**src/rtl/div_pkg.sv**
```systemverilog
// Shared constants and state encoding for the iterative restoring divider.
package div_pkg;

   localparam int WIDTH     = 64;
   localparam int DIV_STEPS = 64;

   typedef enum logic [1:0] {
      S_IDLE = 2'd0,
      S_CALC = 2'd1,
      S_DONE = 2'd2
   } state_e;

   localparam logic [WIDTH-1:0] DZ_QUOTIENT = {WIDTH{1'b1}};

endpackage

```
**src/rtl/div_step.sv**
```systemverilog
// One combinational restoring-division step: shift in the next dividend bit,
// trial-subtract the divisor, keep the difference when it does not borrow.
module div_step
   import div_pkg::*;
(
   input  logic [WIDTH-1:0] rem,
   input  logic [WIDTH-1:0] quo,
   input  logic [WIDTH-1:0] divisor,
   output logic [WIDTH-1:0] next_rem,
   output logic [WIDTH-1:0] next_quo
);

   logic [WIDTH-1:0] shifted;
   logic [WIDTH-1:0] diff;
   logic             cout;
   logic             ok;

   // Low 64 bits of {rem, quo[63]}; the dropped top bit is rem[63].
   assign shifted = {rem[WIDTH-2:0], quo[WIDTH-1]};

   // SUB: a - b as a + ~b + 1, carry-out high means no borrow.
   assign {cout, diff} = {1'b0, shifted} + {1'b0, ~divisor} + {{WIDTH{1'b0}}, 1'b1};

   // A set rem[63] means the 65-bit shifted value always exceeds the divisor.
   assign ok       = rem[WIDTH-1] | cout;
   assign next_rem = ok ? diff : shifted;
   assign next_quo = {quo[WIDTH-2:0], ok};

endmodule

```
**src/rtl/div_seq_ctrl.sv**
```systemverilog
// Sequential 64-bit unsigned restoring divider: one step per cycle, 64 steps,
// valid/ready handshakes on the operand and result sides.
module div_seq_ctrl
   import div_pkg::*;
#(
   parameter int WIDTH = div_pkg::WIDTH,
   parameter int CNT_W = 7
) (
   input  logic             clk,
   input  logic             rst_n,
   input  logic             start_valid,
   output logic             start_ready,
   input  logic [WIDTH-1:0] dividend,
   input  logic [WIDTH-1:0] divisor,
   output logic             res_valid,
   input  logic             res_ready,
   output logic [WIDTH-1:0] quotient,
   output logic [WIDTH-1:0] remainder,
   output logic             div_zero
);

   state_e           state_q, state_d;
   logic [CNT_W-1:0] cnt_q, cnt_d;
   logic [WIDTH-1:0] quo_q, quo_d;
   logic [WIDTH-1:0] rem_q, rem_d;
   logic [WIDTH-1:0] dvs_q, dvs_d;
   logic             dz_q, dz_d;
   logic [WIDTH-1:0] step_rem;
   logic [WIDTH-1:0] step_quo;

   div_step u_step (
      .rem      (rem_q),
      .quo      (quo_q),
      .divisor  (dvs_q),
      .next_rem (step_rem),
      .next_quo (step_quo)
   );

   always_ff @(posedge clk or negedge rst_n) begin
      if (!rst_n) begin
         state_q <= S_IDLE;
         cnt_q   <= '0;
         quo_q   <= '0;
         rem_q   <= '0;
         dvs_q   <= '0;
         dz_q    <= 1'b0;
      end else begin
         state_q <= state_d;
         cnt_q   <= cnt_d;
         quo_q   <= quo_d;
         rem_q   <= rem_d;
         dvs_q   <= dvs_d;
         dz_q    <= dz_d;
      end
   end

   always_comb begin
      state_d = state_q;
      cnt_d   = cnt_q;
      quo_d   = quo_q;
      rem_d   = rem_q;
      dvs_d   = dvs_q;
      dz_d    = dz_q;
      case (state_q)
         S_IDLE: begin
            if (start_valid) begin
               dvs_d = divisor;
               if (divisor == '0) begin
                  quo_d   = DZ_QUOTIENT;
                  rem_d   = dividend;
                  dz_d    = 1'b1;
                  state_d = S_DONE;
               end else begin
                  quo_d   = dividend;
                  rem_d   = '0;
                  cnt_d   = '0;
                  dz_d    = 1'b0;
                  state_d = S_CALC;
               end
            end
         end
         S_CALC: begin
            quo_d = step_quo;
            rem_d = step_rem;
            cnt_d = cnt_q + CNT_W'(1);
            if (cnt_q == CNT_W'(DIV_STEPS - 1)) begin
               state_d = S_DONE;
            end
         end
         S_DONE: begin
            if (res_ready) begin
               state_d = S_IDLE;
            end
         end
         default: state_d = S_IDLE;
      endcase
   end

   assign start_ready = (state_q == S_IDLE);
   assign res_valid   = (state_q == S_DONE);
   assign quotient    = quo_q;
   assign remainder   = rem_q;
   assign div_zero    = dz_q;

endmodule
```
**config.mk**
```make
export PLATFORM = sky130hd
export DESIGN_NAME = div_seq_ctrl
export DESIGN_NICKNAME = d
export VERILOG_FILES = /design/src/rtl/div_pkg.sv /design/src/rtl/div_step.sv /design/src/rtl/div_seq_ctrl.sv
export SDC_FILE = /design/constraint.sdc
export NUM_CORES = 1
export LEC_CHECK = 0
export CAP_MARGIN = 20
export CORE_MARGIN = 2
export CORE_UTILIZATION = 49
export CTS_CLUSTER_SIZE = 24
export DETAILED_ROUTE_END_ITERATION = 12
export PLACE_DENSITY_LB_ADDON = 0.3
export SYNTH_ARGS = -nofsm -noshare
export SYNTH_HDL_FRONTEND = slang
export SYNTH_HIERARCHICAL = 1
export SYNTH_SLANG_ARGS = --single-unit
```
**constraint.sdc**
```tcl
create_clock -name clk -period 3.5 [get_ports clk]
set_input_delay 0.525 -clock clk [delete_from_list [all_inputs] [get_ports clk]]
set_output_delay 0.525 -clock clk [all_outputs]
set_load 0.05 [all_outputs]
```
==> impl_metrics.prom <==
# TYPE chip_impl_metric gauge
chip_impl_metric{name="initial_utilization",unit="%"} 49.94
chip_impl_metric{name="total_clock_buffers_created_by_cts",unit=""} 23
chip_impl_info{name="postSynth.topFlopCell",value="dfrtp_1"} 1
chip_impl_metric{name="place_congestion",unit=""} 0.9393
chip_impl_metric{name="number_of_failing_hold_endpoints_at_the_final_stage",unit=""} 0
chip_impl_metric{name="design.die.area",unit="sq um"} 30720
chip_impl_info{name="cp-end-kind",value="flip-flop"} 1
chip_impl_info{name="rsz0062_at_grt",value="yes"} 1
chip_impl_info{name="path_class",value="reg -> reg"} 1
chip_impl_metric{name="worstPathArrival",unit="ns"} 3.79
chip_impl_metric{name="period_minus_slack",unit="ns"} 3.425
chip_impl_info{name="run_status",value="finished, final reports clean"} 1
chip_impl_metric{name="core_area",unit="sq um"} 28780
chip_impl_info{name="synthMostInstantiatedCell",value="nand2_1"} 1
chip_impl_metric{name="final_layout_size_suffix_gt1_share",unit="%"} 16.43
chip_impl_metric{name="globalRouteMet3Util",unit="%"} 3.788
chip_impl_metric{name="post_cts_hold_buffer_count",unit=""} 0
chip_impl_metric{name="first_pass_iters",unit=""} 5
chip_impl_metric{name="max-slew-margin-rel",unit="%"} 33.69
chip_impl_metric{name="synthesis.area_per_instance",unit="sq um"} 7.740
chip_impl_metric{name="ys_seq_area_share",unit="%"} 35.17
chip_impl_metric{name="cp_slowest_stage_delay",unit="ns"} 0.43
chip_impl_metric{name="worst-path-max-fanout",unit=""} 7
chip_impl_info{name="critical_path.most_common_cell",value="o21ai_0"} 1
chip_impl_metric{name="worst_slack",unit="ns"} 0.07525
chip_impl_metric{name="finalMaxSlewViolations",unit=""} 0
chip_impl_info{name="post_synth_main_area_contributors",value="dfrtp_1 (35%), nand2_1 (10%), ha_1 (5.7%), nor2_1 (4.2%), a21oi_1 (4.2%)"} 1
chip_impl_info{name="grt_most_used_layer",value="met2"} 1
chip_impl_metric{name="flip_flop_and_latch_count_after_synthesis",unit=""} 202
chip_impl_metric{name="yosys.area.top_type_share",unit="%"} 35.17
chip_impl_metric{name="antenna_violations_before_repair",unit=""} 0
chip_impl_info{name="start_point_of_the_critical_path",value="dvs_q[19]"} 1
chip_impl_info{name="crit_chain",value="inv_1 > ha_4 > o21ai_0 > o21a_1 > o31ai_4 > nor3_2 > a2111oi_4 > or4_4 > nand2_4 > buf_6 > a2111o_1 > o221a_2 > o22a_1 > nand2_1 > o21ai_0"} 1
chip_impl_metric{name="globalRouteTotalUtil",unit="%"} 30.66
chip_impl_metric{name="grt_pass1_wl",unit="microns"} 77000
chip_impl_metric{name="clock_skew",unit="ns"} 0.007067
chip_impl_metric{name="layout.nets",unit=""} 2350
chip_impl_metric{name="die_x",unit="microns"} 175.3
chip_impl_metric{name="synth_edf_count",unit=""} 0
chip_impl_metric{name="io_pins",unit=""} 263
chip_impl_metric{name="h-tree-depth",unit=""} 1
chip_impl_metric{name="antenna_violating_nets_post_route",unit=""} 0
chip_impl_info{name="launch_point_of_the_worst_reg_to_reg_path",value="dvs_q[19]"} 1
chip_impl_metric{name="finalHoldWorstSlack",unit="ns"} 0.06983
chip_impl_info{name="crit_slowest_cell",value="a2111oi_4"} 1
chip_impl_metric{name="dp.final_hpwl",unit="microns"} 35060
chip_impl_info{name="hold_class",value="in -> async"} 1
chip_impl_metric{name="detail_route.iter0.violations",unit=""} 1288
chip_impl_metric{name="async_set_reset_flop_share_out_of_synthesis",unit="%"} 100.0
chip_impl_metric{name="clock_transition_at_path_regs",unit="ns"} 0.06
chip_impl_metric{name="numClockSinks",unit=""} 202
chip_impl_metric{name="global_route.usage.met2",unit="%"} 53.03
chip_impl_metric{name="synth_area",unit="sq um"} 14370
chip_impl_metric{name="final_setup_violations",unit=""} 0
chip_impl_metric{name="remaining_drc_errors",unit=""} 0
chip_impl_metric{name="final.period_utilization",unit="%"} 97.85
chip_impl_metric{name="mappedNetlistNets",unit=""} 2055
chip_impl_info{name="clock-root-buffer",value="clkbuf_16"} 1
chip_impl_metric{name="reg2reg_depth",unit=""} 15
chip_impl_info{name="tritoncts",value="built"} 1
chip_impl_info{name="synth.top_cells.by_count",value="nand2_1 (395), dfrtp_1 (202), nor2_1 (162)"} 1
chip_impl_metric{name="height_of_the_die",unit="microns"} 175.3
chip_impl_metric{name="grt_max_degree",unit=""} 101
chip_impl_info{name="synth_top_cell_by_area",value="dfrtp_1"} 1
chip_impl_metric{name="grt.overflow.total",unit=""} 0
chip_impl_metric{name="route.final.wire_length",unit="microns"} 48590
chip_impl_metric{name="num_vias",unit=""} 14910
chip_impl_metric{name="synth_cell_types",unit=""} 72
chip_impl_metric{name="vias_per_cell",unit=""} 5.846
chip_impl_metric{name="detailedPlace.worstSlack",unit="ns"} -0.1883
chip_impl_metric{name="placementRows",unit=""} 62
chip_impl_metric{name="post-route-util",unit="%"} 67.86
chip_impl_metric{name="clock_latency",unit="ns"} 0.52
chip_impl_metric{name="netlist_instances",unit=""} 1857
chip_impl_metric{name="num_antenna_cells",unit=""} 0
chip_impl_metric{name="clk_path_buf_depth",unit=""} 3
chip_impl_metric{name="worst_pin_slew",unit="ns"} 0.9926
chip_impl_metric{name="io_buffers",unit=""} 262
chip_impl_metric{name="route.detailed.wl_per_inst",unit="microns"} 19.05
chip_impl_metric{name="via_count_of_the_first_global_routing_pass",unit=""} 14500
chip_impl_info{name="cp-start-kind",value="flip-flop"} 1
chip_impl_metric{name="layout-area-overhead-vs-synth",unit="%"} 35.88
chip_impl_metric{name="yosys_warnings",unit=""} 6
chip_impl_metric{name="max_freq",unit="MHz"} 292.0
chip_impl_metric{name="max-cap-violations",unit=""} 0
chip_impl_metric{name="gr-usage-met1",unit="%"} 40.88
chip_impl_metric{name="crit_required",unit="ns"} 3.87
-- cell type report --
cell class / count / area, sq um
Sequential cell: 202 / 5067
Fill cell: 2341 / 9249
Multi-Input combinational cell: 1384 / 8551
Tap cell: 384 / 480.5
Timing Repair Buffer: 459 / 4340
Clock inverter: 6 / 105.1
Clock buffer: 34 / 676.9
Inverter: 82 / 310.3
-- worst paths after layout --
kind	to	slack (ns)
setup reg to reg	remainder[49]	0.08
hold / removal	quotient[41]	0.07
setup / recovery	remainder[49]	0.08
max in group asynchronous	dvs_q[7]	2.56
hold reg to reg	dvs_q[11]	0.47
min in group clk	dvs_q[11]	0.47
-- registers in the layout, summed over array words and instances (netlist names) --
signal	count
dvs_q	64
quotient	64
remainder	64
cnt_q	7
state_q	2
div_zero	1
-- metal layers --
metal | vias to the layer above | part of all wire [%]
met2 | 521 | 49
met1 | 7221 | 43
met3 | 89 | 5.7
met4 | 0 | 2.7
met5 | - | 0
li1 | 7082 | -
-- critical path, delay by kind of cell, from the launching register on --
family	cells	cell delay (ns)
compound gates	8	1.90
simple gates	4	0.46
fa+ha+maj	1	0.29
buf+inv	2	0.28
flops	1	0.35
-- repair_timing --
action                     CTS  global route
setup buffers                3            14
resized for setup           32           101
pin swaps                    9            35
setup endpoints to repair   49            58
cloned                       1             1
-- stage by stage --
step	std cells	instance area, sq um	setup TNS [ns]
finish	2551	19530	0
global route	2551	19530	-0.1373
CTS	2538	18990	0
detailed placement	2494	18000	-2.517
global placement	2494	18000	-0.6618
floorplan	1857	14400	0
-- cell families after synthesis --
family          synth area share [%]
compound gates                 25.30
flops                          35.17
xor+xnor                       3.351
simple gates                   20.85
mux                          0.07834
fa+ha+maj                      5.797
buf+inv                        9.453
-- cell usage in the layout (no fill, tap or decap), types with 6 or more instances in the layout --
cell type / Yosys / layout
o21ai_1: 12 / 26
ha_4: 0 / 14
xor2_1: 25 / 25
or3_1: 7 / 7
o22ai_1: 66 / 65
nand2_1: 395 / 393
dfrtp_1: 202 / 192
ha_2: 0 / 7
o21bai_1: 14 / 12
inv_1: 81 / 78
a31oi_1: 70 / 69
o21ai_0: 102 / 85
clkbuf_8: 0 / 7
a211oi_1: 12 / 6
ha_1: 65 / 44
nand4_1: 31 / 31
a21oi_2: 1 / 11
a21oi_1: 120 / 109
o22a_1: 64 / 64
buf_12: 0 / 14
buf_6: 10 / 6
o21a_1: 18 / 18
dfrtp_2: 0 / 10
nor2_1: 162 / 148
a211oi_2: 1 / 7
buf_4: 66 / 175
a21o_1: 29 / 29
nor2_2: 0 / 12
nor3_1: 20 / 15
nor4_1: 20 / 18
nand3_1: 19 / 18
xnor2_1: 30 / 29
clkbuf_16: 0 / 24
clkdlybuf4s50_1: 0 / 261
o211ai_1: 9 / 9
Power is not shown: default switching activity piles up to over one toggle a cycle in this logic, so the estimate is an artifact.
